[config.mk]
export PLATFORM = sky130hd
export DESIGN_NAME = sub_borrow_seq_nbits
export DESIGN_NICKNAME = d
export VERILOG_FILES = /design/src/rtl/sub_borrow_seq_nbits.sv
export SDC_FILE = /design/constraint.sdc
export NUM_CORES = 1
export LEC_CHECK = 0
export ABC_AREA = 1
export BUFFER_PORTS_ARGS = -buffer_cell sky130_fd_sc_hd__buf_2
export CORE_MARGIN = 1.5
export CORE_UTILIZATION = 50
export DETAILED_ROUTE_END_ITERATION = 7
export PLACE_DENSITY = 0.73
export SLEW_MARGIN = 20
export SYNTH_ARGS = -nofsm -noshare
export SYNTH_HDL_FRONTEND = slang
export SYNTH_SLANG_ARGS = --single-unit
[constraint.sdc]
create_clock -name clk_i -period 2.2 [get_ports clk_i]
set_input_delay 0.44 -clock clk_i [delete_from_list [all_inputs] [get_ports clk_i]]
set_output_delay 0.44 -clock clk_i [all_outputs]
set_load 0.01 [all_outputs]
[src/rtl/sub_borrow_seq_nbits.sv]
// sub_borrow_seq_nbits: multi-cycle LSB-first subtractor, chunk bits per clock with a chained borrow flop.
module sub_borrow_seq_nbits #(
    parameter int width = 8,
    parameter int chunk = 1
) (
    input  logic             clk_i,
    input  logic             rst_i,
    input  logic             start_i,
    input  logic [width-1:0] a_i,
    input  logic [width-1:0] b_i,
    output logic             busy_o,
    output logic             done_o,
    output logic [width-1:0] d_o,
    output logic             bout_o,
    output logic             ovf_o,
    output logic             zero_o,
    output logic             neg_o
);
    localparam int N  = width / chunk;
    localparam int CW = N > 1 ? $clog2(N) : 1;
    typedef enum logic [1:0] {IDLE, RUN, DONE} state_t;
    state_t           r_state;
    logic [width-1:0] r_a, r_b, r_d;
    logic             r_borrow, r_am, r_bm;
    logic [CW-1:0]    r_cnt;
    logic [chunk:0]   w_diff;
    logic [width-1:0] w_d;
    assign w_diff = {1'b0, r_a[chunk-1:0]} - {1'b0, r_b[chunk-1:0]} - {{chunk{1'b0}}, r_borrow};
    // New chunk enters the result register from the MSB side.
    assign w_d    = (r_d >> chunk) | (width'(w_diff[chunk-1:0]) << (width - chunk));
    assign busy_o = r_state == RUN;
    assign done_o = r_state == DONE;
    always_ff @(posedge clk_i) begin
        if (rst_i) begin
            r_state  <= IDLE;
            r_a      <= '0;
            r_b      <= '0;
            r_d      <= '0;
            r_borrow <= 1'b0;
            r_am     <= 1'b0;
            r_bm     <= 1'b0;
            r_cnt    <= '0;
            d_o      <= '0;
            bout_o   <= 1'b0;
            ovf_o    <= 1'b0;
            zero_o   <= 1'b0;
            neg_o    <= 1'b0;
        end else if (r_state != RUN && start_i) begin
            r_state  <= RUN;
            r_a      <= a_i;
            r_b      <= b_i;
            r_am     <= a_i[width-1];
            r_bm     <= b_i[width-1];
            r_borrow <= 1'b0;
            r_cnt    <= '0;
        end else if (r_state == RUN) begin
            r_a      <= r_a >> chunk;
            r_b      <= r_b >> chunk;
            r_d      <= w_d;
            r_borrow <= w_diff[chunk];
            r_cnt    <= r_cnt + CW'(1);
            if (r_cnt == CW'(N - 1)) begin
                r_state <= DONE;
                d_o     <= w_d;
                bout_o  <= w_diff[chunk];
                ovf_o   <= (r_am ^ r_bm) & (w_d[width-1] ^ r_am);
                zero_o  <= ~|w_d;
                neg_o   <= w_d[width-1];
            end
        end else begin
            r_state <= IDLE;
        end
    end
endmodule
; ---- Word-level counts from Yosys, hierarchy flattened
; Cells that the tools add are included.
[totals]
mem_count = 0
elab_cells = 43
latch_bits = 0
rom_bits = 0
inputBits = 19
ramBits = 0
reg_bits = 44
output_inout_bits = 14
[classes]
n_div = 0
mux = 7
n_lt_le_gt_ge = 0
n_bitwise = 6
mul = 0
reduce_logical = 8
add_sub_neg = 3
eq_ne = 5
shift = 0
[ops]
columns = cell, count
row1 = $mux W8, 4
row2 = $or A7 B8 Y8, 1
row3 = $reduce_or A8 Y1, 1
row4 = $add A3 B1 Y3 const B, 1
row5 = $eq A3 B3 Y1 const B, 1
row6 = $mux W1, 3
row7 = $ne A3 B1 Y1 const B, 1
row8 = $reduce_and A3 Y1, 1
row9 = $reduce_or A3 Y1, 1
row10 = $eq A2 B1 Y1 const B, 1
row11 = $eq A2 B2 Y1 const B, 1
row12 = $ne A2 B1 Y1 const B, 1
row13 = $not A1 Y1, 2
row14 = $reduce_and A2 Y1, 1
row15 = $reduce_bool A2 Y1, 1
row16 = $reduce_or A2 Y1, 1
row17 = $sub A1 B1 Y2, 1
row18 = $sub A2 B1 Y2, 1
row19 = $xor A1 B1 Y1, 2
row20 = $and A1 B1 Y1, 1
row21 = $logic_and A1 B1 Y1, 1
row22 = $logic_not A1 Y1, 1

; ---- Longest topological paths before layout
[depth]
ltp_word = 5
depth_mapped = 8

; ---- Worst setup path after synthesis
; OpenSTA, ideal clock, no wires.
[synth_path]
path_type = reg-to-reg
from = register r_a[0]
to = register ovf_o
path_stages_with_launch = 6
synth_period_minus_slack_ns = 1.266
t_arrival_ns = 1.152
slack_ns = 0.934
setup_ns = 0.113
cell_sequence = dfxtp_1 > inv_1 > fa_1 > o21ai_0 > nand3_1 > nand2_1
[synth_between]
elab_chain_len = 5
[synth_rtl]
columns = element, line_no
row1 = from (decl), 23  ; logic [width-1:0] r_a, r_b, r_d;
row2 = from (signal assigned), 50  ; r_a <= a_i;
row3 = from (signal assigned), 57  ; r_a <= r_a >> chunk;
row4 = $sub A1 B1 Y2, 28  ; assign w_diff = {1'b0, r_a[chunk-1:0]} - {1'b0, r_b[chunk-1:0]} - {{chunk{1'b0}}, r_borrow};
row5 = $sub A2 B1 Y2, 28
row6 = $or A7 B8 Y8, 30  ; assign w_d = (r_d >> chunk) | (width'(w_diff[chunk-1:0]) << (width - chunk));
row7 = $xor A1 B1 Y1, 66  ; ovf_o <= (r_am ^ r_bm) & (w_d[width-1] ^ r_am);
row8 = $and A1 B1 Y1, 66
row9 = to (signal assigned), 66
row10 = to (decl), 15  ; output logic ovf_o,
; Every way passes these cells.
; A chain may end at the register's enable or synchronous reset.

; ---- Worst setup path after layout
[layout_path]
from = register r_state[0]
to = output busy_o
[layout_between]
elab_chain_len = 1
[layout_rtl]
columns = element, line_no
row1 = from (decl), 22  ; state_t r_state;
row2 = from (signal assigned), 35  ; r_state <= IDLE;
row3 = from (signal assigned), 49  ; r_state <= RUN;
row4 = from (signal assigned), 63  ; r_state <= DONE;
row5 = $eq A2 B1 Y1, 31  ; assign busy_o = r_state == RUN;
row6 = to (decl), 11  ; output logic busy_o,
; Every way passes these cells.

==> impl_metrics.ini <==
[sta]
fin_crit_sh_pct = 82.2
final-max-slew-violation-count = 0
finalSetupTns_ns = 0
setup_violations = 0
max_freq_mhz = 553
period_minus_slack_ns = 1.81
slew_headroom_pct = 55.6
timing.hold.ws_ns = 0.327
clock_skew_ns = 0.0137
rsz0062_at_grt = false
hold_viol_final = 0
worstMarginPinSlew_ns = 0.664

[clocking]
cts_sinks = 42
cts_made_buffers = 5
clock_path_buffers = 2
h-tree-depth = 2
post-cts-setup-buffers = 0
cts_resized = 0
clk_pin_slew_ns = 0.12
worstSkewPairLatency_ns = 0.34
cts_hold_buf = 0
cts_tree = built
cts-root-buf = clkbuf_4

[worst_setup_path]
r2r_start = r_cnt[0]
criticalPathCategory = reg2out
r2r_slack_ns = 0.59
crit_family = flip-flops
start_kind = flop
cp_cell_sequence = inv_2, nor2_2, buf_2
cpPeakStageDelay_ns = 0.39
worst-r2r-cell-count = 6
cp.buffers_inverters = 2
crit_path_max_fanout = 13
rr_endpoint = d_o[2]
crit_arrival_ns = 1.37
required_ns = 1.76
cp_slowest_cell = dfxtp_1
end_kind = output port

[drt]
num_vias = 1512
drtPass1Iterations = 4
ant_nets = 0
wl_um = 3270
vias_per_cell = 4.78
drt_iter0_markers = 52
drc = 0
wl_per_cell_um = 10.4

[yosys]
synth.net_count = 263
ys_seq_area_share_pct = 47.7
yosysWarnings = 0
synth_cell_type_count = 20
syn_avg_cell_area_sq_um = 7.32
syn_area_sq_um = 1760
ys_seq_elements = 42
postSynthCellCount = 241

[final_layout]
fin_nets = 291
layout.cells.most_common_list = nand2_1, nand3_1, dfxtp_1
synthToLayoutAreaGrowth_pct = 12.3
n_antenna_cell = 0
n_fill_cell = 358
drive_gt1_share_pct = 16.7
final_common_cell = nand2_1

[flow_run]
maxCapViolCount = 0

[floorplan]
core_area_sq_um = 3360
num_io_pins = 33
start_util_pct = 52.4
die_h_um = 62.4
die_x_um = 62.4
num_rows = 21
design.die.area_sq_um = 3890

[status]
status = finished clean

[place]
dp_hpwl_um = 2320
gp_congestion = 0.746
numPortBuffers = 32

[pwr]
p_leak_nw = 1.03
vdd_drop_max_uv = 465
p_per_area_nw_per_um2 = 727

[grt]
grt_first_pass_wirelength_um = 5510
antenna_found_initial = 0
grt_usage_pct = 17.8
grt_max_degree = 39
grt_pass1_vias = 1279
grt_overflow = 0

[hold_path]
whs_endpoint = r_b[7]
min-delay-start = b_i[7]
holdCritPathClass = in2reg
hold_depth = 3
[cell type report]
type | count | area, sq um | area share [%]
clock inverters | 1 | 30.0 | 1.52
multi-input cells | 160 | 727 | 36.7
repair buffers | 36 | 190 | 9.60
well taps | 46 | 57.6 | 2.91
clock buffers | 7 | 45.0 | 2.27
inverters | 24 | 90.1 | 4.55
flip-flops and latches | 42 | 841 | 42.5
[worst max-delay path by stage]
| stage | startpoint | endpoint | slack (ns) | depth (start not counted) |
|---|---|---|---|---|
| after floorplan | r_a[0] | ovf_o | 0.93 | 5 |
| after CTS | r_state[0] | busy_o | 0.36 | 3 |
| final | r_state[0] | busy_o | 0.39 | 3 |
| after detailed placement | r_cnt[0] | d_o[2] | 0.56 | 6 |
| after global placement | r_cnt[0] | d_o[7] | 0.70 | 6 |
| after global routing | r_state[0] | busy_o | 0.28 | 3 |
[sequential cells by signal, indices dropped and copies added (netlist names), 2 cells and up]
name	count
r_a	8
r_state	2
r_b	8
r_d	7
r_cnt	3
d_o	8
[worst register-to-register path: stages, from the launching register on]
cell	delay [ns]
dfxtp_1	0.37
ha_1	0.17
ha_1	0.15
nand3_1	0.09
nor2_1	0.52
inv_1	0.11
o21ai_0	0.15
[power by group]
part           internal, W  switching, W  total [W]
Clock             0.000241      0.000234   0.000475
Sequential        0.000793     0.0000208   0.000814
Combinational    0.0000583     0.0000925   0.000151
[metrics by stage]
step	total power, W	utilization [%]	cell area, sq um	instances	setup WS, ns
CTS	0.00146	58.9	1980	316	0.362
floorplan	0.000949	-	1760	241	0.934
global route	0.00152	58.9	1980	316	0.282
detailed placement	0.000983	56.7	1910	308	0.563
finish	0.00144	58.9	1980	316	0.392
global placement	0.000981	56.7	1910	308	0.699
[per-layer routing]
metal | part of all wire [%] | routed length [um] | global-route usage [%]
met5 | 0 | 0 | 0
met3 | 4.4 | 143 | 6.85
met4 | 1.1 | 36 | 5.56
met1 | 48 | 1560 | 22.1
met2 | 47 | 1530 | 28.8
[cells by family (layout without fill, tap and decap cells)]
group,after synthesis,in the layout,synth area share (%)
XOR/XNOR,1,1,0.497
adder cells (fa/ha/maj),3,3,2.55
flip-flops,42,42,47.7
AND/OR/NAND/NOR,137,137,32.8
AO/OA/AOI/OAI,19,19,5.39
buffers and inverters,39,68,11.1
[Yosys cell counts, drive strengths merged]
library cell   n  share of area, %
xor2           1              0.50
nand2         69                15
clkinv         1              0.21
a21oi          6               1.7
buf           13               5.5
dfxtp         42                48
ha             2               1.4
fa             1               1.1
inv           23               4.9
clkbuf         2              0.50
nor2          19               4.2
o21ai         13               3.7
nand3         49                14
Power figures use the tool's default switching activity.
